`src/rtl/ram_arb_pkg.sv`:
```
// Shared types and default sizing for the two-port RAM arbiter.
package ram_arb_pkg;
  typedef enum logic [1:0] {
    ST_IDLE = 2'd0,
    ST_OWN0 = 2'd1,
    ST_OWN1 = 2'd2
  } state_t;

  localparam int DEF_DW        = 8;
  localparam int DEF_AW        = 6;
  localparam int DEF_MAX_BURST = 4;
  localparam int BURST_W       = 4;
endpackage

```
`src/rtl/ram_sp_core.sv`:
```
// Single-port 2**AW x DW storage; write on the edge, read-old-data registered one cycle later.
module ram_sp_core
  import ram_arb_pkg::*;
#(
  parameter int DW = DEF_DW,
  parameter int AW = DEF_AW
) (
  input  logic          clk,
  input  logic          rst,
  input  logic          en,
  input  logic          we,
  input  logic [AW-1:0] addr,
  input  logic [DW-1:0] wdata,
  output logic [DW-1:0] rdata
);
  logic [DW-1:0] r_mem [0:(2**AW)-1];
  logic [DW-1:0] r_rdata;

  // Array contents deliberately survive reset; only the output register clears.
  always_ff @(posedge clk) begin
    if (en && we) r_mem[addr] <= wdata;
  end

  always_ff @(posedge clk or posedge rst) begin
    if (rst)             r_rdata <= '0;
    else if (en && !we)  r_rdata <= r_mem[addr];
  end

  assign rdata = r_rdata;
endmodule

```
`src/rtl/ram_port_arbiter.sv`:
```
// Two requesters share one RAM port: combinational grant, read data one cycle later, lock with MAX_BURST fairness.
// Define RAM_ARB_FIXED_PRIO_EN to make port 0 always win IDLE ties instead of round-robin.
module ram_port_arbiter
  import ram_arb_pkg::*;
#(
  parameter int DW        = DEF_DW,
  parameter int AW        = DEF_AW,
  parameter int MAX_BURST = DEF_MAX_BURST
) (
  input  logic          clk,
  input  logic          rst,
  input  logic          req0,
  input  logic          req1,
  input  logic          lock0,
  input  logic          lock1,
  input  logic          we0,
  input  logic          we1,
  input  logic [AW-1:0] addr0,
  input  logic [AW-1:0] addr1,
  input  logic [DW-1:0] wdata0,
  input  logic [DW-1:0] wdata1,
  output logic          gnt0,
  output logic          gnt1,
  output logic          rvalid0,
  output logic          rvalid1,
  output logic [DW-1:0] rdata
);
  localparam logic [BURST_W-1:0] BURST_MAX = BURST_W'(MAX_BURST);

  state_t               r_state, w_state_nxt;
  logic [BURST_W-1:0]   r_burst, w_burst_nxt;
  logic                 w_g0, w_g1, w_tie0;
  logic                 r_rvalid0, r_rvalid1;
  logic                 w_en, w_we;
  logic [AW-1:0]        w_addr;
  logic [DW-1:0]        w_wdata;

`ifdef RAM_ARB_FIXED_PRIO_EN
  assign w_tie0 = 1'b1;
`else
  logic r_prio1;
  // Pointer names the port that wins the next IDLE tie: always the one just passed over.
  always_ff @(posedge clk or posedge rst) begin
    if (rst)       r_prio1 <= 1'b0;
    else if (gnt0) r_prio1 <= 1'b1;
    else if (gnt1) r_prio1 <= 1'b0;
  end
  assign w_tie0 = !r_prio1;
`endif

  always_ff @(posedge clk or posedge rst) begin
    if (rst) begin
      r_state <= ST_IDLE;
      r_burst <= '0;
    end else begin
      r_state <= w_state_nxt;
      r_burst <= w_burst_nxt;
    end
  end

  // An owner that drops req falls through to plain IDLE arbitration in the same cycle.
  always_comb begin
    w_g0 = 1'b0;
    w_g1 = 1'b0;
    if (r_state == ST_OWN0 && req0) begin
      if (req1 && r_burst >= BURST_MAX) w_g1 = 1'b1;
      else                              w_g0 = 1'b1;
    end else if (r_state == ST_OWN1 && req1) begin
      if (req0 && r_burst >= BURST_MAX) w_g0 = 1'b1;
      else                              w_g1 = 1'b1;
    end else if (req0 && req1) begin
      w_g0 = w_tie0;
      w_g1 = !w_tie0;
    end else begin
      w_g0 = req0;
      w_g1 = req1;
    end
  end

  // Burst count includes the entry grant when the other port is already waiting.
  always_comb begin
    w_state_nxt = ST_IDLE;
    w_burst_nxt = '0;
    if (w_g0 && lock0) begin
      w_state_nxt = ST_OWN0;
      if (req1) w_burst_nxt = (r_state == ST_OWN0) ? r_burst + 1'b1 : BURST_W'(1);
    end else if (w_g1 && lock1) begin
      w_state_nxt = ST_OWN1;
      if (req0) w_burst_nxt = (r_state == ST_OWN1) ? r_burst + 1'b1 : BURST_W'(1);
    end
  end

  assign gnt0 = w_g0 & ~rst;
  assign gnt1 = w_g1 & ~rst;

  assign w_en    = gnt0 | gnt1;
  assign w_we    = gnt0 ? we0    : we1;
  assign w_addr  = gnt0 ? addr0  : addr1;
  assign w_wdata = gnt0 ? wdata0 : wdata1;

  always_ff @(posedge clk or posedge rst) begin
    if (rst) begin
      r_rvalid0 <= 1'b0;
      r_rvalid1 <= 1'b0;
    end else begin
      r_rvalid0 <= gnt0 & ~we0;
      r_rvalid1 <= gnt1 & ~we1;
    end
  end

  assign rvalid0 = r_rvalid0;
  assign rvalid1 = r_rvalid1;

  ram_sp_core #(.DW(DW), .AW(AW)) u_core (
    .clk   (clk),
    .rst   (rst),
    .en    (w_en),
    .we    (w_we),
    .addr  (w_addr),
    .wdata (w_wdata),
    .rdata (rdata)
  );
endmodule

```
`config.mk`:
```
export PLATFORM = sky130hd
export DESIGN_NAME = ram_port_arbiter
export DESIGN_NICKNAME = d
export VERILOG_FILES = /design/src/rtl/ram_arb_pkg.sv /design/src/rtl/ram_sp_core.sv /design/src/rtl/ram_port_arbiter.sv
export SDC_FILE = /design/constraint.sdc
export NUM_CORES = 1
export LEC_CHECK = 0
export ABC_CLOCK_PERIOD_IN_PS = 3800
export CORE_MARGIN = 2
export CORE_UTILIZATION = 55
export DETAILED_ROUTE_END_ITERATION = 16
export PLACE_DENSITY_LB_ADDON = 0.1
export RECOVER_POWER = 50
export SLEW_MARGIN = 25
export SYNTH_ARGS = -nofsm -noshare
export SYNTH_HDL_FRONTEND = slang
export SYNTH_HIERARCHICAL = 1
export SYNTH_SLANG_ARGS = --single-unit
```
`constraint.sdc`:
```
create_clock -name clk -period 3.8 [get_ports clk]
set_input_delay 0.76 -clock clk [delete_from_list [all_inputs] [get_ports clk]]
set_output_delay 0.76 -clock clk [all_outputs]
set_load 0.005 [all_outputs]
```
Word level (Yosys, flattened, before mapping)

Memory sizes are Yosys's and may differ from the RTL's. A register that Yosys moved wholly into a read port is not among the register bits.
Cells that the tools add are included.
W data, S select, Z words.

Register bits after elaboration: 9
Input port bits: 36
Output and inout port bits: 12
RAM bits: 512
Memories kept: 1
Logic and storage cells: 55

Reduce and logical (&&, ||, !) cells: 12
Equality and inequality tests: 2
Add/sub/neg operators: 1
Bitwise operators: 8
Muxes and demuxes: 25
$lt $le $gt $ge: 1

Memory list:

| name         | depth | width | rd ports | clocked after Yosys merged registers in | wr ports | RTL line          | RTL |
|---|---|---|---|---|---|---|---|
| u_core.r_mem | 64    | 8     | 1        | 1                                       | 1        | ram_sp_core.sv:16 | `logic [DW-1:0] r_mem [0:(2**AW)-1];` |

Operator list:

| cell                  | number |
|---|---|
| $mux W4               | 6 |
| $mux W1               | 15 |
| $logic_and A1 B1 Y1   | 9 |
| $mux W8               | 1 |
| $mux W6               | 1 |
| $add A4 B1 Y4 const B | 1 |
| $and A1 B1 Y1         | 4 |
| $ge A4 B3 Y1 const B  | 1 |
| $mux W2               | 2 |
| $not A1 Y1            | 3 |
| $eq A2 B1 Y1 const B  | 1 |
| $eq A2 B2 Y1 const B  | 1 |
| $logic_not A1 Y1      | 2 |
| $reduce_bool A2 Y1    | 1 |
| $or A1 B1 Y1          | 1 |

Logic depth before layout (Yosys ltp)

Depth after elaboration: 10
Mapped depth: 14
Gate-level depth less buffers: 10

Cells and area by module

Netlist, hierarchy kept.

Modules (own cells, without submodules):

| module           | area each (um^2) | instances | cells each |
|---|---|---|---|
| ram_sp_core      | 20360.8          | 1         | 1083 |
| ram_port_arbiter | 670.6            | 1         | 62 |

Worst setup path before layout

Ideal clock, no wire load.

Path kind: input to register
Start point: in req1
End point: mem u_core/r_mem[17][0] (netlist bit), enable pin
Setup time: 370 ps
Data required time: 3430 ps
Path slack: 177 ps
Arrival time: 3253 ps
Cell stages on the path: 11
Path buffers: 4
Path through: inv_1 -> or3_1 -> nand4_4 -> mux2_2 -> buf_2 -> buf_2 -> buf_2 -> buf_2 -> nor2_1 -> nand2_1 -> nor2_1

Elaborated cells between the ends (all ways): 19
Classes of those cells: 12 x mux; 3 x bitwise; 4 x reduce/logical

RTL lines:

| what                | RTL line               | RTL |
|---|---|---|
| start: declaration  | ram_port_arbiter.sv:13 | `input logic req1,` |
| $logic_and A1 B1 Y1 | ram_port_arbiter.sv:71 | `end else if (req0 && req1) begin` |
| $mux W1             | ram_port_arbiter.sv:71 |  |
| $mux W1             | ram_port_arbiter.sv:68 | `end else if (r_state == ST_OWN1 && req1) begin` |
| $mux W1 *           | ram_port_arbiter.sv:65 | `if (r_state == ST_OWN0 && req0) begin` |
| $and A1 B1 Y1 *     | ram_port_arbiter.sv:93 | `assign gnt0 = w_g0 & ~rst;` |
| $mux W6 *           | ram_port_arbiter.sv:98 | `assign w_addr = gnt0 ? addr0 : addr1;` |
| named net w_addr[2] | ram_port_arbiter.sv:35 | `logic [AW-1:0] w_addr;` |
| end: declaration    | ram_sp_core.sv:16      |  |

Mark *: on every way through the listed nets, which the timed path passes. The rest lies on a longest branch.

Final worst setup path

Start point: in req1
End point: reg u_core.r_rdata[0], in the netlist u_core/rdata[0] (read register of u_core.r_mem)

Elaborated cells between the ends (all ways): 18
Classes of those cells: 10 x mux; 3 x bitwise; 5 x reduce/logical

RTL lines:

| what                | RTL line               | RTL |
|---|---|---|
| $logic_and A1 B1 Y1 | ram_port_arbiter.sv:71 |  |
| $mux W1             | ram_port_arbiter.sv:71 |  |
| $mux W1             | ram_port_arbiter.sv:68 |  |
| $mux W1 *           | ram_port_arbiter.sv:65 |  |
| $and A1 B1 Y1 *     | ram_port_arbiter.sv:93 |  |
| $mux W6 *           | ram_port_arbiter.sv:98 |  |
| named net w_addr[2] | ram_port_arbiter.sv:35 |  |
| end: declaration    | ram_sp_core.sv:17      | `logic [DW-1:0] r_rdata;` |

Marked as above.
A chain may end at the register's enable or synchronous reset.

==> flow_metrics.tcl <==
set metrics [dict create \
    seqPwrFrac 0.506 \
    grt_pass1_vias 12103 \
    htreeDepth 2 \
    post-route-period-util 0.981 \
    p_switching_w 0.00297 \
    crit_type "input pin to register" \
    cts_resized 0 \
    hold_slack_ns 0.566 \
    ir_drop_mv 0.395 \
    worst_slew_pin_slew_ns 1.46 \
    fin_ws_ns 0.0712 \
    cts_buffers 53 \
    max_freq_ghz 0.268 \
    synth_ff_type "edfxtp_1" \
    pre_cts_ws_ns -0.526 \
    clk_pin_slew_ns 0.06 \
    grt_max_degree 65 \
    holdBufCountCts 0 \
    diodes 0 \
    grt_pass1_wl_mm 81.2 \
    busiest_layer "met2" \
    swShare 0.228 \
    seq_area_frac_synth 0.751 \
    drv_slew 0 \
    synth_area_leaders "edfxtp_1 (73%), mux4_2 (7.7%), mux2i_1 (2.6%)" \
    avgRoutedWirePerCell_um 28.1 \
    yosys.area.top_type_share 0.731 \
    finalHoldViolCount 0 \
    placed_cell_area_mm2 0.0241 \
    syn2layout_area_growth_pct 21.9 \
    powerDensity_mw_per_mm2 508 \
    drive_above_1_share 0.305 \
    nNetsFinal 1486 \
    use_met3 0.0441 \
    place_congestion 0.954 \
    required_ns 4.34 \
    yosys_warnings 6 \
    port_buffers 47 \
    pin_count 48 \
    synth_top_cell_by_area "edfxtp_1" \
    netlist_instances 1145 \
    final_common_cell "edfxtp_1" \
    cts_tree "done" \
    hold_class "register to register" \
    hpwl_mm 37.8 \
    final_cell_mix "edfxtp_1 (512), buf_4 (246), nor2_1 (98)" \
    cp-start-kind "input pin" \
    gr-usage-all-layers 0.291 \
    nFillCells 2536 \
    async_flop_share 0.0321 \
    root_buffer "clkbuf_16" \
    critPathSlowestCell "nor2b_1" \
    combPwrFrac 0.110 \
    cts.sinks 529 \
    power_w 0.0130 \
    cp_cell_sequence "clkdlybuf4s50_1, inv_1, or3_1, nand4_4, mux2_8, nor2b_1, buf_4, nand2_1, o211ai_1, a22oi_1, o22ai_1, o32a_1" \
    use_met2 0.450 \
    cp_top_family "simple AND/OR/NAND/NOR gates" \
    die_x_um 200 \
    cp_max_fo 22 \
    relSlewSlack 0.0268 \
    cap_violations 0 \
    core_area_mm2 0.0377 \
    start_util 0.558 \
    drc 0 \
    endpoint_kind "register" \
    vias 12263 \
    power.leakage_nw 8.84 \
    power_frac_clock 0.384 \
    ys_seq_elements 529 \
    synth-edff-count 512 \
    syn-num-nets 1182 \
    outcome "finished, final reports clean" \
    setup-violations-final 0 \
    min_period_ns 3.73 \
    syn_area_per_cell_um2 18.4 \
    skew_ns 0.0198 \
    synth_area_mm2 0.0210 \
    postCtsSetupBuffers 0 \
    num_rows 71 \
    cpPeakStageDelay_ns 0.66 \
    dieHeight_um 200 \
    clk_latency_ns 0.61 \
    arrival_ns 4.27 \
    final_area_mm2 0.0256 \
    use_met1 0.426 \
    dieArea_mm2 0.0398 \
    crit_buf_inv 3 \
    wl_mm 56.3 \
    vias_per_cell 6.13 \
    rsz0062_at_grt "false" \
    clockBufferDepth 3 \
    yosysUniqueCellTypes 64 \
    p_int_w 0.0100 \
    grt_overflow 0 \
    first_pass_iters 5 \
    fin_util 0.680 \
    antenna_found_initial 1 \
    drtIter0Drc 1535 \
    ant_nets 0 \
]
-- synthesized netlist by cell type, types with 2 or more instances --
cell	instances
or3_1	2
and4_1	2
a211oi_1	3
a21oi_1	40
o21ai_0	25
a2bb2oi_1	2
o32a_1	4
mux4_2	72
mux2i_1	55
a32oi_1	2
and3b_1	2
mux2_4	6
buf_2	30
nand3b_1	4
edfxtp_1	512
a22o_1	10
a211o_1	3
o2111ai_1	2
nand2b_1	5
a221o_1	2
o211ai_1	8
a221oi_1	21
dfrtp_1	17
nand2_1	31
buf_4	16
a31oi_1	4
a22oi_1	28
nor3_1	3
o2bb2ai_1	2
nand3_1	8
clkbuf_1	18
and2_1	4
inv_1	7
o22ai_1	16
and3_1	4
nand4_1	2
nor2b_1	10
nor2_1	98
o22a_1	3
mux2_2	36
buf_1	3
-- layout make-up --
cell class / count / area (um2) / area share
inverter: 8 / 30.0 / 0.00117
timing repair buffer: 318 / 2660 / 0.104
clock inverter: 32 / 250 / 0.00976
clock buffer: 64 / 1410 / 0.0550
multi-input combinational: 539 / 4840 / 0.189
tap: 511 / 639 / 0.0249
sequential: 529 / 15800 / 0.616
-- per-stage QoR --
stage	instances	setup TNS, ns
finish	2001	0
global route	2001	0
CTS	2001	0
detailed placement	1905	-100.90
global placement	1905	-95.95
floorplan	1145	0
-- final timing paths --
path                            slack (ns)            start  cells after the start         endpoint
worst max-delay path                  0.07             req1                     12  u_core/rdata[0]
worst min-delay path                  0.57  u_core/rdata[4]                      1  u_core/rdata[4]
worst max register to register        0.12       r_state[0]                     11  u_core/rdata[0]
worst min register to register        0.57  u_core/rdata[4]                      1  u_core/rdata[4]
max in group asynchronous             2.68              rst                      3       r_burst[1]
min in group asynchronous             0.73              rst                      3  u_core/rdata[1]
-- power groups by stage --
stage                     sequential (W)  clock, W  combinational [W]
after global placement           0.00669         0            0.00145
after CTS                        0.00657   0.00508            0.00147
after floorplan                  0.00666         0           0.000702
after detailed placement         0.00669         0            0.00146
after global routing             0.00658   0.00529            0.00150
final                            0.00658   0.00500            0.00143
-- logic make-up (layout without fill, tap and decap cells) --
| family | Yosys count | after routing | share of synthesized area |
|---|---|---|---|
| DFF | 529 | 529 | 0.751 |
| AOI/OAI and AO/OA | 185 | 185 | 0.0612 |
| and+or+nand+nor | 182 | 182 | 0.0400 |
| muxes | 169 | 169 | 0.127 |
| buffers and inverters | 77 | 422 | 0.0195 |
| adders and majority gates | 1 | 1 | 0.000595 |
| other | 1 | 1 | 0.000178 |
| xor gates and xnor gates | 1 | 1 | 0.000417 |
-- flip-flops by register name (all words and copies together), names as in the netlist --
register / count
u_core/r_mem: 512
rvalid1: 1
r_state: 2
r_prio1: 1
r_burst: 4
rvalid0: 1
u_core/rdata: 8
-- routing by layer --
| layer | vias to the layer above | part of all wire |
|---|---|---|
| li1 | 5252 | - |
| met1 | 6278 | 0.41 |
| met2 | 632 | 0.47 |
| met3 | 101 | 0.083 |
| met4 | 0 | 0.034 |
| met5 | - | 0 |
Note: power is estimated with default switching activity, not from simulation.
